### src/rtl/div_stg_if.sv
// Start/done handshake and operand/result bundle for the staged divider.
// The master drives the operands and the divider (slave) returns the results.
interface div_stg_if #(
  parameter int WIDTH = 4
);
  logic             start;
  logic [WIDTH-1:0] dividend;
  logic [WIDTH-1:0] divisor;
  logic [WIDTH-1:0] quotient;
  logic [WIDTH-1:0] remainder;
  logic             busy;
  logic             done;
  logic             div_by_zero;

  modport master (
    output start, dividend, divisor,
    input  quotient, remainder, busy, done, div_by_zero
  );

  modport slave (
    input  start, dividend, divisor,
    output quotient, remainder, busy, done, div_by_zero
  );
endinterface

### src/rtl/div_stg.sv
// Sequential unsigned restoring divider that produces one quotient bit per clock.
// It uses the same start/done handshake as the staged multiplier.
module div_stg #(
  parameter int WIDTH = 4
) (
  input  logic     clk,
  input  logic     rst,
  div_stg_if.slave bus
);

  localparam int CW = $clog2(WIDTH + 1);

  typedef enum logic [1:0] {IDLE, CALC, DONE} state_t;

  state_t           state, state_next;
  logic [WIDTH-1:0] q_reg;
  logic [WIDTH-1:0] dsr_reg;
  logic [WIDTH:0]   rem_reg;
  logic [CW-1:0]    cnt;
  logic [WIDTH-1:0] quotient_reg;
  logic [WIDTH-1:0] remainder_reg;
  logic             dbz_reg;

  logic [WIDTH+1:0] shifted;
  logic [WIDTH+1:0] trial;
  logic [WIDTH:0]   rem_next;
  logic [WIDTH-1:0] q_next;
  logic             last_iter;
  logic             zero_div;

  // The trial difference carries one extra bit so its MSB is a clean borrow.
  always_comb begin
    shifted   = {rem_reg, q_reg[WIDTH-1]};
    trial     = shifted - {2'b00, dsr_reg};
    rem_next  = shifted[WIDTH:0];
    q_next    = {q_reg[WIDTH-2:0], 1'b0};
    if (!trial[WIDTH+1]) begin
      rem_next = trial[WIDTH:0];
      q_next   = {q_reg[WIDTH-2:0], 1'b1};
    end
    last_iter = (cnt == CW'(WIDTH - 1));
    zero_div  = (bus.divisor == '0);
  end

  always_ff @(posedge clk) begin
    if (rst) state <= IDLE;
    else     state <= state_next;
  end

  always_comb begin
    state_next = state;
    case (state)
      IDLE: if (bus.start) state_next = zero_div ? DONE : CALC;
      CALC: if (last_iter) state_next = DONE;
      DONE: state_next = IDLE;
      default: state_next = IDLE;
    endcase
  end

  // The result registers load only on entry to DONE, so the ports hold steady through CALC and IDLE.
  always_ff @(posedge clk) begin
    if (rst) begin
      q_reg         <= '0;
      dsr_reg       <= '0;
      rem_reg       <= '0;
      cnt           <= '0;
      quotient_reg  <= '0;
      remainder_reg <= '0;
      dbz_reg       <= 1'b0;
    end else begin
      case (state)
        IDLE: begin
          if (bus.start) begin
            q_reg   <= bus.dividend;
            dsr_reg <= bus.divisor;
            rem_reg <= '0;
            cnt     <= '0;
            dbz_reg <= 1'b0;
            if (zero_div) begin
              quotient_reg  <= '1;
              remainder_reg <= bus.dividend;
              dbz_reg       <= 1'b1;
            end
          end
        end
        CALC: begin
          q_reg   <= q_next;
          rem_reg <= rem_next;
          cnt     <= cnt + CW'(1);
          if (last_iter) begin
            quotient_reg  <= q_next;
            remainder_reg <= rem_next[WIDTH-1:0];
          end
        end
        default: begin
        end
      endcase
    end
  end

  assign bus.quotient    = quotient_reg;
  assign bus.remainder   = remainder_reg;
  assign bus.div_by_zero = dbz_reg;
  assign bus.busy        = (state == CALC);
  assign bus.done        = (state == DONE);

endmodule

### src/flat_wrapper.sv
// flat-port wrapper written by rule: the top's interface ports become plain ports
module div_stg_flat 
#(
  parameter int WIDTH = 4
)
  (clk, rst, bus_start, bus_dividend, bus_divisor, bus_quotient, bus_remainder, bus_busy, bus_done, bus_div_by_zero);
  div_stg_if #(.WIDTH(WIDTH)) bus_i ();
  input  logic clk;
  input  logic rst;
  input wire logic [$bits(bus_i.start)-1:0] bus_start;
  input wire logic [$bits(bus_i.dividend)-1:0] bus_dividend;
  input wire logic [$bits(bus_i.divisor)-1:0] bus_divisor;
  output wire logic [$bits(bus_i.quotient)-1:0] bus_quotient;
  output wire logic [$bits(bus_i.remainder)-1:0] bus_remainder;
  output wire logic [$bits(bus_i.busy)-1:0] bus_busy;
  output wire logic [$bits(bus_i.done)-1:0] bus_done;
  output wire logic [$bits(bus_i.div_by_zero)-1:0] bus_div_by_zero;
  assign bus_i.start = bus_start;
  assign bus_i.dividend = bus_dividend;
  assign bus_i.divisor = bus_divisor;
  assign bus_quotient = bus_i.quotient;
  assign bus_remainder = bus_i.remainder;
  assign bus_busy = bus_i.busy;
  assign bus_done = bus_i.done;
  assign bus_div_by_zero = bus_i.div_by_zero;
  div_stg #(.WIDTH(WIDTH)) u_core (.clk(clk), .rst(rst), .bus(bus_i));
endmodule
### config.mk
export PLATFORM = sky130hd
export DESIGN_NAME = div_stg_flat
export DESIGN_NICKNAME = d
export VERILOG_FILES = /design/src/rtl/div_stg_if.sv /design/src/rtl/div_stg.sv /design/src/flat_wrapper.sv
export SDC_FILE = /design/constraint.sdc
export NUM_CORES = 1
export LEC_CHECK = 0
export CAP_MARGIN = 20
export CORE_MARGIN = 4
export CORE_UTILIZATION = 53
export CTS_CLUSTER_DIAMETER = 120
export DETAILED_ROUTE_END_ITERATION = 10
export PLACE_DENSITY = 0.79
export SLEW_MARGIN = 0
export SYNTH_ARGS = -nofsm -noshare
export SYNTH_HDL_FRONTEND = slang
export SYNTH_SLANG_ARGS = --single-unit
export TNS_END_PERCENT = 100
### constraint.sdc
create_clock -name clk -period 2.27 [get_ports clk]
set_input_delay 0.3405 -clock clk [delete_from_list [all_inputs] [get_ports clk]]
set_output_delay 0.3405 -clock clk [all_outputs]
set_load 0.02 [all_outputs]
==> results.yml <==
die:
  core-area_mm2: 0.00254
  fp.dieW_um: 60.3
  ioPinCount: 22
  die-area_mm2: 0.00364
  num_rows: 18
  start_util: 0.570
  die_h_um: 60.3
global_route:
  grt_pass1_vias: 1302
  track_usage: 0.211
  grt_max_degree: 23
  antenna_found_initial: 0
  overflow: 0
  grt_pass1_wl_mm: 5.80
cts:
  postCtsSetupRepairBufs: 0
  clk_path_buf_depth: 2
  cts_num_sinks: 27
  clk_pin_slew_ps: 150
  htreeDepth: 1
  cts_tree: "done"
  cts-resized-gates: 0
  cts_root_buf: "clkbuf_4"
  clk_latency_ps: 330
  cts-hold-fix-buffers: 0
  cts_made_buffers: 3
sta:
  max_slew_margin: 0.723
  worst_pin_slew_ps: 415
  fin_crit_sh: 0.935
  fin_crit_ps: 2120
  finalSetupTns_ps: 0
  hold_violations: 0
  setup_violations: 0
  grt_setup_unrepaired: "false"
  worst_slack_ps: 147
  clock.fmax_ghz: 0.471
  whs_ps: 486
  slew_viol_final: 0
  fin_worst_skew_ps: 2.22
synth:
  syn-cell-area_mm2: 0.00145
  synth_edf_count: 0
  synth_top_flop_cell: "dfxtp_1"
  yosysUniqueCellTypes: 46
  ys_warn_count: 0
  ys_ff_latch: 27
  synth_top_area_share: 0.372
  synth_common_cells: "dfxtp_1, nor2_1, nand2_1"
  netlist_top_cells_area: "dfxtp_1, nor2_1, nand2_1"
  synth.most_common_cell: "dfxtp_1"
  async_flop_share: 0
  syn_inst: 174
  synth_nets: 192
  ys_seq_area_frac: 0.372
  syn_avg_cell_area_um2: 8.34
  synth_area_leader_cell: "dfxtp_1"
flow_run:
  maxCapViolations: 0
worst_setup_path:
  worst_setup_path_end_kind: "output port"
  cp_cell_sequence: "inv_1, nand2_1, inv_2, clkdlybuf4s50_1"
  slowest_stage: "clkdlybuf4s50_1"
  worstPathArrival_ps: 1780
  critPathKind: "reg2out"
  max_stage_delay_ps: 640
  cp.required_ps: 1930
  start_kind: "flip-flop"
  crit_fanout: 9
detailed_routing:
  drt_first_iter_violations: 60
  wl_per_cell_um: 15.4
  vias: 1354
  dr.pass1.iters: 4
  wl_mm: 3.48
  drcViolationCount: 0
  antenna_left: 0
  vias_per_cell: 5.99
cells_and_area:
  drive_gt1_frac: 0.0867
  stdcell_area_mm2: 0.00172
  final_nets: 215
  n_antenna_cell: 0
  area_delta_synth_final_pct: 18.4
  largest_register_ffs: 5
power:
  p_leak_nw: 0.624
  cellPowerDensity_mw_per_mm2: 604
  peakVddDrop_mv: 0.504
place:
  place_ws_ps: 55.3
  dpl_cell_area_mm2: 0.00169
  routabilityCongestion: 0.904
  post-dp-hpwl_mm: 2.67
  io_buffers: 21
status:
  run_status: "complete, no violations"
min_path:
  holdCritPathClass: "reg2reg"
[power by group]
| part | switching, mW | total, mW | internal [mW] | leakage [nW] |
|---|---|---|---|---|
| registers | 0.0238 | 0.524 | 0.501 | 0.220 |
| clock network | 0.148 | 0.214 | 0.0663 | 0.0177 |
| logic | 0.168 | 0.299 | 0.132 | 0.386 |
[area by class of cell]
cell class              instances  area, um2
inverters                      11       41.3
flip-flops and latches         27        541
clock buffers                   3       22.5
repair buffers                 24        233
fillers                       215        827
well taps                      30       37.5
clock inverters                 1       5.00
multi-input cells             130        838
[critical path, delay by kind of cell, from the launching register on]
kind,cells,cell delay (ps)
AND/OR/NAND/NOR,1,90
flip-flops,1,410
buffers and inverters,3,950
[per-layer routing]
| metal | track usage | vias up | routed length [um] |
|---|---|---|---|
| met3 | 0.0404 | 5 | 168 |
| met5 | 0 | - | 0 |
| li1 | - | 673 | - |
| met4 | 0.0759 | 0 | 36 |
| met1 | 0.269 | 636 | 1580 |
| met2 | 0.353 | 40 | 1690 |
[cell usage in the layout (no fill, tap or decap), types with 2 or more instances in the layout]
cell	count
o21a_1	4
clkdlybuf4s50_1	21
o21ai_0	6
nor2_2	2
a311oi_1	4
nor2_1	23
a211oi_1	3
or2_1	2
or3_1	2
o2111ai_1	3
a21oi_1	12
ha_1	6
nor2b_1	2
clkbuf_4	3
o211ai_1	5
o21ai_1	5
dfxtp_1	27
buf_4	3
nor3_1	2
nand2_1	21
inv_1	10
a31oi_1	3
nand2b_1	3
[kinds of logic after synthesis]
| family | after synthesis | synth area share |
|---|---|---|
| buffers and inverters | 17 | 0.0500 |
| DFF | 27 | 0.372 |
| xor gates and xnor gates | 1 | 0.00604 |
| muxes | 1 | 0.00690 |
| AOI/OAI and AO/OA | 58 | 0.289 |
| adders and majority gates | 7 | 0.0655 |
| and+or+nand+nor | 63 | 0.210 |
[worst paths after layout]
path / to / cells after the start / slack (ps) / start
setup / recovery: bus_busy / 4 / 150 / u_core.state[1]
hold / removal: u_core.bus.div_by_zero / 2 / 490 / u_core.bus.div_by_zero
setup reg to reg: u_core.bus.remainder[1] / 7 / 310 / u_core.dsr_reg[1]
hold reg to reg: u_core.bus.div_by_zero / 2 / 490 / u_core.bus.div_by_zero
[metrics by stage]
step / utilization / total power, mW / std cells
after floorplan: - / 0.742 / 174
after detailed placement: 0.664 / 0.831 / 222
final: 0.675 / 1.04 / 226
after CTS: 0.675 / 1.03 / 226
after global placement: 0.664 / 0.818 / 222
after global routing: 0.675 / 1.10 / 226
No activity file was read; power rests on OpenSTA's default activity.
